### src/rtl/sipo_piso_datapath.sv
// -----------------------------------------------------------------------------
// sipo_piso_datapath
//   Shift-register datapath for a serial link: a parallel-in/serial-out
//   transmit register and a serial-in/parallel-out receive register sharing
//   one bit counter. The external controller sequences load/shift/out; this
//   block only supplies the storage plus the last-bit indication (set_out).
//
// Configuration macro:
//   SIPO_PISO_DATAPATH_PARITY_EN - adds output 'parity', the XOR of the word
//                                  captured into dout, registered with it.
//
// Ports:
//   clk        in   sole clock, rising edge
//   rst        in   synchronous active-high reset, overrides all controls
//   load       in   tx_reg <= din, bit_cnt <= 0 (priority over shift)
//   shift      in   shift tx/rx registers one bit, advance bit_cnt
//   out        in   dout <= rx_reg (pre-edge value), dout_valid strobe
//   din        in   [WIDTH] parallel word to serialize
//   sin        in   serial receive bit
//   sout       out  serial transmit bit (tx_reg MSB, combinational)
//   set_out    out  high during the WIDTH-th shift cycle (combinational)
//   dout       out  [WIDTH] registered received word
//   dout_valid out  one-cycle strobe following an out cycle
//   parity     out  (macro only) XOR of captured dout
//   bit_cnt    out  [$clog2(WIDTH)] current shift count
// -----------------------------------------------------------------------------
module sipo_piso_datapath #(
   parameter int WIDTH = 8
) (
   input  logic                     clk,
   input  logic                     rst,
   input  logic                     load,
   input  logic                     shift,
   input  logic                     out,
   input  logic [WIDTH-1:0]         din,
   input  logic                     sin,
   output logic                     sout,
   output logic                     set_out,
   output logic [WIDTH-1:0]         dout,
   output logic                     dout_valid,
`ifdef SIPO_PISO_DATAPATH_PARITY_EN
   output logic                     parity,
`endif
   output logic [$clog2(WIDTH)-1:0] bit_cnt
);

   localparam int             CW       = $clog2(WIDTH);
   localparam logic [CW-1:0]  LAST_CNT = CW'(WIDTH - 1);

   logic [WIDTH-1:0] r_tx;
   logic [WIDTH-1:0] r_rx;
   logic [WIDTH-1:0] r_dout;
   logic             r_dout_valid;
   logic [CW-1:0]    r_cnt;

   logic             w_shift_en;
   logic             w_last;

   // load wins over shift in the same cycle
   assign w_shift_en = shift & ~load;
   assign w_last     = (r_cnt == LAST_CNT);

   always_ff @(posedge clk) begin
      if (rst) begin
         r_tx         <= '0;
         r_rx         <= '0;
         r_dout       <= '0;
         r_dout_valid <= 1'b0;
         r_cnt        <= '0;
      end else begin
         if (load) begin
            r_tx  <= din;
            r_cnt <= '0;
         end else if (shift) begin
            r_tx  <= {r_tx[WIDTH-2:0], 1'b0};
            r_rx  <= {r_rx[WIDTH-2:0], sin};
            // explicit wrap so non-power-of-two widths also return to 0
            r_cnt <= w_last ? '0 : r_cnt + CW'(1);
         end
         // out samples rx before any shift happening in the same cycle
         r_dout_valid <= out;
         if (out) begin
            r_dout <= r_rx;
         end
      end
   end

`ifdef SIPO_PISO_DATAPATH_PARITY_EN
   logic r_parity;

   always_ff @(posedge clk) begin
      if (rst) begin
         r_parity <= 1'b0;
      end else if (out) begin
         r_parity <= ^r_rx;
      end
   end

   assign parity = r_parity;
`endif

   assign sout       = r_tx[WIDTH-1];
   assign set_out    = w_shift_en & w_last;
   assign dout       = r_dout;
   assign dout_valid = r_dout_valid;
   assign bit_cnt    = r_cnt;

endmodule

### config.mk
export PLATFORM = sky130hd
export DESIGN_NAME = sipo_piso_datapath
export DESIGN_NICKNAME = d
export VERILOG_FILES = /design/src/rtl/sipo_piso_datapath.sv
export SDC_FILE = /design/constraint.sdc
export NUM_CORES = 1
export LEC_CHECK = 0
export CAP_MARGIN = 20
export CORE_MARGIN = 5
export CORE_UTILIZATION = 30
export CTS_CLUSTER_SIZE = 8
export DETAILED_ROUTE_END_ITERATION = 10
export HOLD_SLACK_MARGIN = 0.15
export PLACE_DENSITY_LB_ADDON = 0.25
export SYNTH_ARGS = -nofsm -noshare
export SYNTH_HDL_FRONTEND = slang
export SYNTH_SLANG_ARGS = --single-unit
### constraint.sdc
create_clock -name clk -period 2.55 [get_ports clk]
set_clock_uncertainty 0.2 [all_clocks]
set_input_delay 0.3825 -clock clk [delete_from_list [all_inputs] [get_ports clk]]
set_output_delay 0.3825 -clock clk [all_outputs]
set_load 0.05 [all_outputs]
# Word level (Yosys, flattened, before mapping)
# Cells that the tools add are included.
[op_classes] bitwise=3 add_sub_neg=1 mul=0 div_mod_pow=0 magnitude_cmp=0 n_mux=3 n_eq_ne=1 shift=0 n_reduce_logical=3
[op_table] operator="two-way mux 8 bit" count=2
[op_table] operator="adder 3 x 1 -> 3 bit, second input constant" count=1
[op_table] operator="equality test 3 bit, second input constant" count=1
[op_table] operator="two-way mux 3 bit" count=1
[op_table] operator="bitwise AND 1 bit" count=2
[op_table] operator="AND reduction 2 bit" count=1
[op_table] operator="nonzero test 2 bit" count=1
[op_table] operator="OR reduction 2 bit" count=1
[op_table] operator="inverter 1 bit" count=1
[word_totals] latchBits=0 mem_bits_rw=0 wordCells=16 romBits=0 n_memories=0 register_bits=28 output_inout_bits=14

# Longest topological paths before layout
[logic_depth] ltp_word=3 mapped_depth=5

# Worst setup path before layout
# OpenSTA, ideal clock, no wires.
[synth_path] kind="reg2out" startpoint="reg r_cnt[0] (netlist: bit_cnt[0])" endpoint="out set_out" stages_incl_launch_ff=4 path_buffers=0 path_slack_ns=0.523 t_arrival_ns=1.445 cell_sequence="dfxtp_1 > ha_1 > ha_1 > and2_1"
[synth_via] elab_chain_cells=2
[synth_rtl] element="start: declaration" line_no="54" text="logic [CW-1:0] r_cnt;"
[synth_rtl] element="start signal: assignment" line_no="78" text="r_cnt <= w_last ? '0 : r_cnt + CW'(1);"
[synth_rtl] element="equality test 3 bit" line_no="61" text="assign w_last = (r_cnt == LAST_CNT);"
[synth_rtl] element="bitwise AND 1 bit" line_no="103" text="assign set_out = w_shift_en & w_last;"
[synth_rtl] element="end: declaration" line_no="38" text="output logic set_out,"
# Every way passes these cells.

# Final worst setup path
[layout_path] startpoint="reg r_cnt[0] (netlist: bit_cnt[0])" endpoint="out bit_cnt[0]"
[layout_lines] element="end: declaration" line_no="44" text="output logic [$clog2(WIDTH)-1:0] bit_cnt"
# No word-level cell between the ends.

==> run metrics <==
postcts setup bufs=0; Post-CTS Hold Buffers=0; CP max stage cell=clkdlybuf4s50_1; port buffer count=27; Synth Area in Simple Gates=15.42%; Clock Power Share=38.1%; CTS Sinks=28; Pleak=~0.63 nW; largest net degree at the start of global routing=29; Internal Power=0.0007116 W; Synth Area in Compound Gates=3.965%; Worst slew margin=~66%; fmax=484.9 MHz; clock root cell=clkbuf_8; Gate Count Post-Synth=113; Yosys cell types=17; Post-Syn Area per Cell=10.05 um2; post-synthesis mux area share=24.78%; initial drt markers=19; die height=71.54 um; Slew Limit Fails=0; #FFs+latches synth=28; Seq pwr share=a little over 50%; Required @ worst endpoint=1970 ps; post-route cell area=0.001529 mm2; Initial Util=31.03%; CTS tree=done; post-route ant nets=0; Via-to-Cell Ratio=approximately 4.5; CP Cell Sequence=clkdlybuf4s50_1; vias in the first global route=between 800 and 900; worst r2r src=bit_cnt[0]; Crit. End Element=primary output; initial antenna violation count=0; WL per Instance=11.51 um; Critical Path Fanout Max=4; combinational power share=11.2%; layout cell share with drive strength beyond 1=12.14%; hpwl dp=around 1.6 mm; crit path DAT=around 1500 ps; num rows=22; Critical Path Start Type=flop; Core Box Area=0.003661 mm2; first-pass GRT wire length=3.650 mm; largest family of logic cells by synthesized area=multiplexers; Seq/Total Area, Yosys=between 40% and 50%; post-synthesis xor/xnor area fraction=0%; status=completed; Final Setup Violations=0; path category of the worst min-delay check=flop to flop; Clock Latency Late Sink=270 ps; post-cts gate resize count=0; yosys synthesis warning count=0; CTS clk-pin slew, worst paths=90 ps; area post-placement=between 0.001 and 0.0015 mm2; pwr/cell area=roughly 590 mW/mm2; Worst Hold Launch=r_rx[7]; CTS max path bufs=2; Cell Area, Synth=0.001136 mm2; Synth Net Count=~130; RSZ-0062 raised after global routing=false; routed via count=839; Period minus WS final=between 2000 and 2500 ps; Slew @ Worst Pin=502.0 ps; CP Buf/Inv Count=1; Slowest Stage Delay on Critical Path=between 800 and 900 ps; CP Launch Point=bit_cnt[0]; Switch Pwr=0.0001851 W; final wirelength=approximately 2.2 mm; GRT Total Usage=8.903%; VDD IR max=between 0.0002 and 0.00025 V; total die area=0.005118 mm2; final global-route overflow total=0; max_cap viols=0; area share of fa/ha/maj cells after synthesis=2.203%; Die Wd=71.54 um; Setup TNS=0 ps; IO Count=28; P&R area growth vs syn=34.58%; CP Class=flop to primary output; critical path's top delay family=buffers and inverters; # H-tree levels=1; sw frac=roughly 21%; Ant. Diodes=0; fin crit share=80.87%; TritonRoute pass-1 iters=4; GP Congestion=0.6917; CTS buffer count=3; DRC=0; endpoints failing hold=0; Final #Nets=157
==> cells in the mapped netlist, drive strengths merged <==
cell type	n	share of area, %
dfxtp	28	49
mux2i	18	16
nor2	17	5.6
nand2	16	5.3
a21oi	9	4.0
buf	8	4.3
mux2	7	8.9
nor3	3	1.3
ha	2	2.2
nor2b	2	1.3
and2	1	0.55
nor3b	1	0.66
or2b	1	0.66
==> cell type report <==
type / count / area (um2)
Clock buffer: 3 / 41.29
Fill cell: 352 / 2132
Clock inverter: 1 / 30.03
Tap cell: 48 / 60.06
Timing Repair Buffer: 31 / 310.3
Multi-Input combinational cell: 77 / 526.8
Sequential cell: 28 / 560.5
==> metrics by stage <==
stage	setup WS [ps]	cells	hold WS (ps)	utilization, %	power [W]
2_1_floorplan	522.5	113	236.0	-	0.0005295
3_3_place_gp	587.0	184	255.3	39.82	0.0005644
3_5_place_dp	572.0	184	254.4	39.82	0.0005663
4_1_cts	471.5	188	268.2	41.76	0.0009085
5_1_grt	422.1	188	305.5	41.76	0.0009289
6_report	487.9	188	266.7	41.76	0.0008966
==> layout by cell type, fill, tap and decap left out <==
cell,netlist,final
dfxtp_1,28,28
clkdlybuf4s50_1,0,26
mux2i_1,18,18
nor2_1,17,17
nand2_1,16,16
a21oi_1,9,9
mux2_4,6,6
buf_4,1,4
nor3_1,3,3
clkbuf_8,0,3
ha_1,2,2
nor2b_2,1,1
and2_1,1,1
nor3b_1,1,1
or2b_1,1,1
mux2_2,1,1
nor2b_1,1,1
bufinv_16,0,1
buf_12,0,1
==> power by group through the flow <==
stage          registers (W)  logic [W]  clock network [W]
2_1_floorplan       0.000475  0.0000544                  0
3_3_place_gp        0.000464   0.000100                  0
3_5_place_dp        0.000465   0.000102                  0
4_1_cts             0.000455   0.000102           0.000352
5_1_grt             0.000456   0.000108           0.000364
6_report            0.000455   0.000100           0.000342
==> worst paths after layout <==
path                                   end  slack (ps)  cells after the start
worst max-delay path            bit_cnt[0]         490                      1
worst min-delay path               r_rx[7]         270                      2
worst max register to register  bit_cnt[2]        1220                      4
worst min register to register     r_rx[7]         270                      2
==> routing by layer <==
layer  routed length (um)  vias to the layer above  track usage [%]
met4                   19                        0            3.758
met3                   68                        2            2.244
met5                    0                        -                0
met2                 1023                       13            15.20
met1                 1053                      393            10.55
li1                     -                      431                -
==> registers in the layout (all words and copies together), names as in the netlist <==
signal,count
bit_cnt,3
dout,8
dout_valid,1
r_rx,8
r_tx,8
==> cell families after synthesis <==
logic type | count (synthesis)
simple gates | 41
buf+inv | 8
compound gates | 9
flops | 28
fa+ha+maj | 2
mux | 25
==> worst reg2reg max path: stages (launching register included) <==
cell,delay (ps)
dfxtp_1,350
ha_1,210
ha_1,270
mux2i_1,130
nor3_1,60
Note: power is estimated with default switching activity, not from simulation.
